### src/rtl/fxp2float_pipe.sv
// Three-stage, multi-lane signed fixed-point to IEEE-754 binary32 converter.
// Define FXP2FLOAT_RNE_EN for round-to-nearest-even; otherwise the result is truncated.
module fxp2float_pipe #(
  parameter int WOI   = 1,
  parameter int WOF   = 7,
  parameter int LANES = 1
) (
  input  logic                          clk,
  input  logic                          rst,
  input  logic                          in_valid,
  output logic                          in_ready,
  input  logic [LANES*(WOI+WOF)-1:0]    in_fxp,
  output logic                          out_valid,
  input  logic                          out_ready,
  output logic [LANES*32-1:0]           out_fp32,
  output logic [LANES-1:0]              out_inexact,
  output logic [31:0]                   out_count
);

  localparam int         W     = WOI + WOF;
  localparam logic [7:0] EBIAS = 8'(127 - WOF);
  localparam logic [4:0] WM1   = 5'(W - 1);

  if (W < 2 || W > 32) begin : g_w_check
    $error("fxp2float_pipe: WOI+WOF must lie in 2..32");
  end

  function automatic logic [W-1:0] f_abs(input logic [W-1:0] r);
    return r[W-1] ? (~r + W'(1)) : r;
  endfunction

  function automatic logic [4:0] f_lead(input logic [W-1:0] m);
    logic [4:0] p;
    p = '0;
    for (int i = 0; i < W; i++)
      if (m[i]) p = 5'(i);
    return p;
  endfunction

  // The implicit one is dropped here; only the bits below it travel on.
  function automatic logic [W-2:0] f_norm(
    input logic [W-1:0] m,
    input logic [4:0]   p
  );
    return (W-1)'(m << (WM1 - p));
  endfunction

  function automatic logic [32:0] f_pack(
    input logic         sgn,
    input logic         zero,
    input logic [4:0]   p,
    input logic [W-2:0] norm
  );
    logic [62:0] ext;
    logic [22:0] frac;
    logic        g;
    logic        st;
    logic [7:0]  e;
`ifdef FXP2FLOAT_RNE_EN
    logic [23:0] sum;
`endif
    ext  = 63'(norm) << (64 - W);
    frac = ext[62:40];
    g    = ext[39];
    st   = |ext[38:0];
    e    = 8'(p) + EBIAS;
`ifdef FXP2FLOAT_RNE_EN
    sum  = {1'b0, frac} + 24'(g & (st | frac[0]));
    frac = sum[22:0];
    e    = e + 8'(sum[23]);
`endif
    if (zero) return '0;
    return {g | st, sgn, e, frac};
  endfunction

  logic v1_q, v2_q, v3_q;
  logic acc1, acc2, acc3;

  logic [LANES-1:0]             s1_sgn_q, s1_sgn_d;
  logic [LANES-1:0]             s1_zero_q, s1_zero_d;
  logic [LANES-1:0][W-1:0]      s1_mag_q, s1_mag_d;
  logic [LANES-1:0]             s2_sgn_q, s2_zero_q;
  logic [LANES-1:0][4:0]        s2_p_q, s2_p_d;
  logic [LANES-1:0][W-2:0]      s2_norm_q, s2_norm_d;
  logic [LANES*32-1:0]          fp_q, fp_d;
  logic [LANES-1:0]             ix_q, ix_d;
  logic [31:0]                  cnt_q, cnt_d;

  assign acc3     = !v3_q | out_ready;
  assign acc2     = !v2_q | acc3;
  assign acc1     = !v1_q | acc2;
  assign in_ready = acc1 & !rst;

  assign out_valid   = v3_q;
  assign out_fp32    = fp_q;
  assign out_inexact = ix_q;
  assign out_count   = cnt_q;
  assign cnt_d       = cnt_q + 32'(v3_q & out_ready);

  always_comb begin
    s1_sgn_d  = '0;
    s1_zero_d = '0;
    s1_mag_d  = '0;
    s2_p_d    = '0;
    s2_norm_d = '0;
    fp_d      = '0;
    ix_d      = '0;
    for (int k = 0; k < LANES; k++) begin
      s1_sgn_d[k]  = in_fxp[k*W+W-1];
      s1_zero_d[k] = (in_fxp[k*W +: W] == '0);
      s1_mag_d[k]  = f_abs(in_fxp[k*W +: W]);
      s2_p_d[k]    = f_lead(s1_mag_q[k]);
      s2_norm_d[k] = f_norm(s1_mag_q[k], s2_p_d[k]);
      {ix_d[k], fp_d[k*32 +: 32]} =
        f_pack(s2_sgn_q[k], s2_zero_q[k], s2_p_q[k], s2_norm_q[k]);
    end
  end

  always_ff @(posedge clk) begin
    if (rst) begin
      v1_q  <= 1'b0;
      v2_q  <= 1'b0;
      v3_q  <= 1'b0;
      fp_q  <= '0;
      ix_q  <= '0;
      cnt_q <= '0;
    end else begin
      if (acc1) v1_q <= in_valid;
      if (acc2) v2_q <= v1_q;
      if (acc3) v3_q <= v2_q;
      if (acc3 & v2_q) begin
        fp_q <= fp_d;
        ix_q <= ix_d;
      end
      cnt_q <= cnt_d;
    end
  end

  // Payload registers need no reset; their valid bits gate them.
  always_ff @(posedge clk) begin
    if (acc1 & in_valid) begin
      s1_sgn_q  <= s1_sgn_d;
      s1_zero_q <= s1_zero_d;
      s1_mag_q  <= s1_mag_d;
    end
    if (acc2 & v1_q) begin
      s2_sgn_q  <= s1_sgn_q;
      s2_zero_q <= s1_zero_q;
      s2_p_q    <= s2_p_d;
      s2_norm_q <= s2_norm_d;
    end
  end

endmodule

### config.mk
export PLATFORM = sky130hd
export DESIGN_NAME = fxp2float_pipe
export DESIGN_NICKNAME = d
export VERILOG_FILES = /design/src/rtl/fxp2float_pipe.sv
export SDC_FILE = /design/constraint.sdc
export NUM_CORES = 1
export LEC_CHECK = 0
export ABC_AREA = 1
export BUFFER_PORTS_ARGS = -buffer_cell sky130_fd_sc_hd__buf_4
export CAP_MARGIN = 20
export CORE_ASPECT_RATIO = 0.75
export CORE_UTILIZATION = 49
export CTS_CLUSTER_SIZE = 8
export DETAILED_ROUTE_END_ITERATION = 6
export PLACE_DENSITY = 0.85
export SYNTH_ARGS = -nofsm -noshare
export SYNTH_HDL_FRONTEND = slang
export SYNTH_SLANG_ARGS = --single-unit
### constraint.sdc
create_clock -name clk -period 1.68 [get_ports clk]
set_input_delay 0.168 -clock clk [delete_from_list [all_inputs] [get_ports clk]]
set_output_delay 0.168 -clock clk [all_outputs]
set_load 0.05 [all_outputs]
-- After elaboration in Yosys (flattened, before gate mapping)
Index checks and enable logic that the tools add are counted.
- $add $sub $neg: 4
- shift-type cells: 1
- multiplexer cells: 11
- bitwise gates (word level): 9
- reduce and logical (&&, ||, !) cells: 5
- operators with widths (kind ; number):
    2-to-1 mux 33 bit ; 2
    adder 32 x 1 -> 32 bit ; 1
    2-to-1 mux 5 bit ; 3
    adder 5 x 7 -> 8 bit (second input constant) ; 1
    adder 8 x 1 -> 8 bit (second input constant) ; 1
    zero test 8 bit ; 1
    NOT 8 bit ; 1
    << shifter 8 x 5 -> 7 bit ; 1
    2-to-1 mux 7 bit ; 1
    bitwise AND 1 bit ; 5
    subtractor 3 x 5 -> 5 bit (first input constant) ; 1
    zero test 1 bit ; 4
    2-to-1 mux 2 bit ; 2
    2-to-1 mux 3 bit ; 1
    bitwise OR 1 bit ; 3
    2-to-1 mux 1 bit ; 2
- register bits: 92
- bits of input ports: 12
- output and inout port bits: 67
- logic and storage cells: 44

-- Depth between registers and ports, before layout
- word-level depth: 9
- gate-level depth with buffers: 12
- depth with buffers taken out: 12

-- Worst setup path before layout
OpenSTA, ideal clock, no wires.
- kind: register to register
- from: register v3_q, in the netlist out_valid
- to: register cnt_q[16], in the netlist out_count[16]
- setup time: 0.128 ns
- arrival time: 1.919 ns
- required time: 1.552 ns
- slack: -0.366 ns
- stages on the path, launching flop included: 11
- path buffers: 0
- period minus slack after synthesis: 2.046 ns
- path through: dfxtp_1 > nand2_1 > inv_1 > ha_1 > ha_1 > nand2_1 > nor2_4 > nand2_1 > nor2_1 > xor2_1 > nor2_1
- longest elaborated chain between the ends: 2
- ends and longest elaborated chain (item ; line ; text):
    start: declaration ; 76 ; logic v1_q, v2_q, v3_q;
    start signal: assignment ; 130 ; if (acc3) v3_q <= v2_q;
    bitwise AND 1 bit ; 98 ; assign cnt_d = cnt_q + 32'(v3_q & out_ready);
    adder 32 x 1 -> 32 bit ; 98 ;
    end signal: assignment ; 135 ; cnt_q <= cnt_d;
    end: declaration ; 87 ; logic [31:0] cnt_q, cnt_d;
Every way passes these cells.
A chain may end at the register's enable or synchronous reset.

-- Worst setup path in the final report
Same ends and word-level chain as after synthesis.

==> run summary <==
Routed wire per std cell = 12.9 um
global-route wire length before repair = 12800 um
syn_area_per_cell = 7.70 um^2
Mapped Cells = 462
Die Width = 100 um
Final Max Tran Viols = 0
synthesized area = 3560 um^2
PortBufs = 60
Inst Count DP = 613
hold_buf cts = 0
power share of the clock group = 37.6%
Critical Path Start = out_valid
# DRC = 0
number of cells on the critical path = 10
Vias/cell = 4.96
post-synthesis cell type count = 36
status = finished, final reports clean
MaxCap Viol Count = 0
FF-to-FF End = out_count[16]
die height = 75.8 um
CP endpoint kind = register
CTS tree = yes
critical path fanouts, max = 6
leakage power total = 0.00172 uW
r2r worst-path depth = 10
critical path required time = 1.91 ns
Final ANT Viol Nets = 0
crit path max-delay cell type = dfxtp_4
Detailed Route WL = 8100 um
internal power = 2540 uW
Initial DRC Count = 163
pin count of the biggest net entering global routing = 41
H-tree Lvls = 3
Final Hold Viols = 0
Setup Skew = 0.00630 ns
max incr delay on CP = 0.35 ns
fin nets = 541
Detailed Place HPWL = 6160 um
Final min period = 1.58 ns
post-layout util = 61.6%
GRT Total Usage = 22.4%
FMAX = 633 MHz
Seq cells post-synth = 69
Area growth syn-to-layout = 20.0%
Max VDD drop = 0.371 mV
antenna violations before repair = 0
latest clock arrival within the worst-skew pair = 0.35 ns
TritonCTS Buffers = 9
Comb power frac = 10.8%
critical path arrival = 1.81 ns
sequential power share = 51.6%
buffer and inverter count on the worst path = 1
switching power share of the total = 27.2%
core area = 6930 um^2
post-CTS setup buffer count = 0
Critical Path End = out_count[16]
vias in the first global route = 2756
critical path type = reg2reg
net switching power = 952 uW
drt first pass iters = 5
Reg clk slew, reported paths = 0.08 ns
Die ar. = 7610 um^2
CTS root buf = clkbuf_8
total grt overflow = 0
CP Launch Type = register
Seq/Total Area, Yosys = 45.0%
clock sinks = 69
layout cell share with drive strength beyond 1 = 21.3%
Starting Density = 51.3%
yosys warns = 0
placer's final routability congestion estimate = 0.977
CTS max path bufs = 2
total number of vias = 3121
class of the worst hold path = in2reg
# diodes = 0
worst r2r src = out_valid
FP Rows = 26
# fillers = 634
final std cells w/o fill = 629
Min-Delay Path Depth = 1
kind of cell adding the most delay to the critical path = simple AND/OR/NAND/NOR gates
fin crit share = 94.0%
pwr/cell area = 819 nW/um^2
flop-to-flop setup slack = 0.10 ns
Final setup viols = 0
CP cell instances = nand2_1, inv_1, ha_4, ha_4, nand2_1, nor2_4, nand2_2, nor2_1, xor2_1, nor2_1
Top Ports = 79
## power groups by stage
stage	registers [uW]	clock network, uW	logic, uW
after floorplan	1860	0	296
after global placement	1840	0	366
after detailed placement	1840	0	374
after CTS	1800	1330	377
after global routing	1810	1420	410
final	1800	1320	377
## per-layer routing
metal / wire, um / up-vias / GRT usage [%]
li1: - / 1571 / -
met2: 3470 / 116 / 34.2
met1: 4000 / 1429 / 30.9
met4: 79 / 0 / 7.09
met5: 0 / - / 0
met3: 543 / 5 / 6.70
## flip-flops by register name, indices dropped and copies added (netlist names)
signal / flops
out_count: 32
out_fp32: 12
out_valid: 1
s1_mag_q: 8
s1_sgn_q: 1
s1_zero_q: 1
s2_norm_q: 7
s2_p_q: 3
s2_sgn_q: 1
s2_zero_q: 1
v1_q: 1
v2_q: 1
## placed cells by master, fill, tap and decap left out, types with 4 or more instances in the layout
master    count
a21oi_1      37
buf_4        65
clkbuf_8      9
conb_1       18
dfxtp_1      43
edfxtp_1     22
inv_1        49
nand2_1     125
nand2_2       5
nand3_1      27
nand3b_1      4
nand4_1       4
nor2_1       48
nor2_4        4
nor3_1       15
o21ai_0       7
xnor2_1       4
xor2_1        5
## cells by family (layout without fill, tap and decap cells)
family / after synthesis / after routing / share of synthesized area (%)
and+or+nand+nor: 246 / 246 / 32.7
buffers and inverters: 82 / 134 / 11.0
DFF: 69 / 69 / 45.0
AOI/OAI and AO/OA: 52 / 52 / 7.81
xor gates and xnor gates: 9 / 9 / 2.22
adders and majority gates: 3 / 3 / 1.06
other: 1 / 18 / 0.105
## worst min-delay path by stage
| stage | endpoint | start | slack (ns) |
|---|---|---|---|
| after global routing | s1_mag_q[0] | in_fxp[0] | 0.0003 |
| after detailed placement | s1_mag_q[0] | in_fxp[0] | 0.37 |
| after floorplan | s1_mag_q[0] | in_fxp[0] | 0.27 |
| final | s1_mag_q[0] | in_fxp[0] | 0.02 |
| after CTS | s1_mag_q[0] | in_fxp[0] | 0.01 |
| after global placement | s1_mag_q[0] | in_fxp[0] | 0.37 |
## synthesized netlist by cell type, drive strengths merged
master / n / share of area (%)
nand2: 132 / 15
nor2: 57 / 8.0
inv: 53 / 5.7
dfxtp: 47 / 26
a21oi: 37 / 5.2
nand3: 29 / 4.8
buf: 23 / 4.7
edfxtp: 22 / 19
nor3: 17 / 2.8
o21ai: 10 / 1.4
clkbuf: 6 / 0.63
xor2: 5 / 1.2
nand3b: 4 / 0.84
nand4: 4 / 0.70
xnor2: 4 / 0.98
ha: 3 / 1.1
nor4: 2 / 0.77
o21a: 2 / 0.42
o31ai: 2 / 0.42
a211oi: 1 / 0.35
conb: 1 / 0.11
or2: 1 / 0.18
## layout make-up
cell class	instances	area (um^2)	area share (%)
Clock buffer	9	124	2.90
Clock inverter	7	66.3	1.55
Inverter	53	204	4.78
Multi-Input combinational cell	328	1650	38.7
Sequential cell	69	1610	37.7
Tap cell	98	123	2.87
Timing Repair Buffer	65	488	11.4
## metrics by stage
stage | hold WS (ns) | setup WS [ns] | total power, uW | instance area (um^2) | setup TNS (ns)
after floorplan | 0.267 | 0.00380 | 2160 | 3660 | 0
after global placement | 0.371 | 0.120 | 2210 | 4080 | 0
after detailed placement | 0.373 | 0.105 | 2220 | 4080 | 0
after CTS | 0.0100 | 0.0891 | 3510 | 4270 | 0
after global routing | 0.000286 | -0.0170 | 3640 | 4270 | -0.0320
final | 0.0200 | 0.100 | 3500 | 4270 | 0
## timing repair
action	CTS	global route
hold endpoints to repair	0	0
resized for setup	0	1
setup endpoints to repair	0	3
Note: power is estimated with default switching activity, not from simulation.
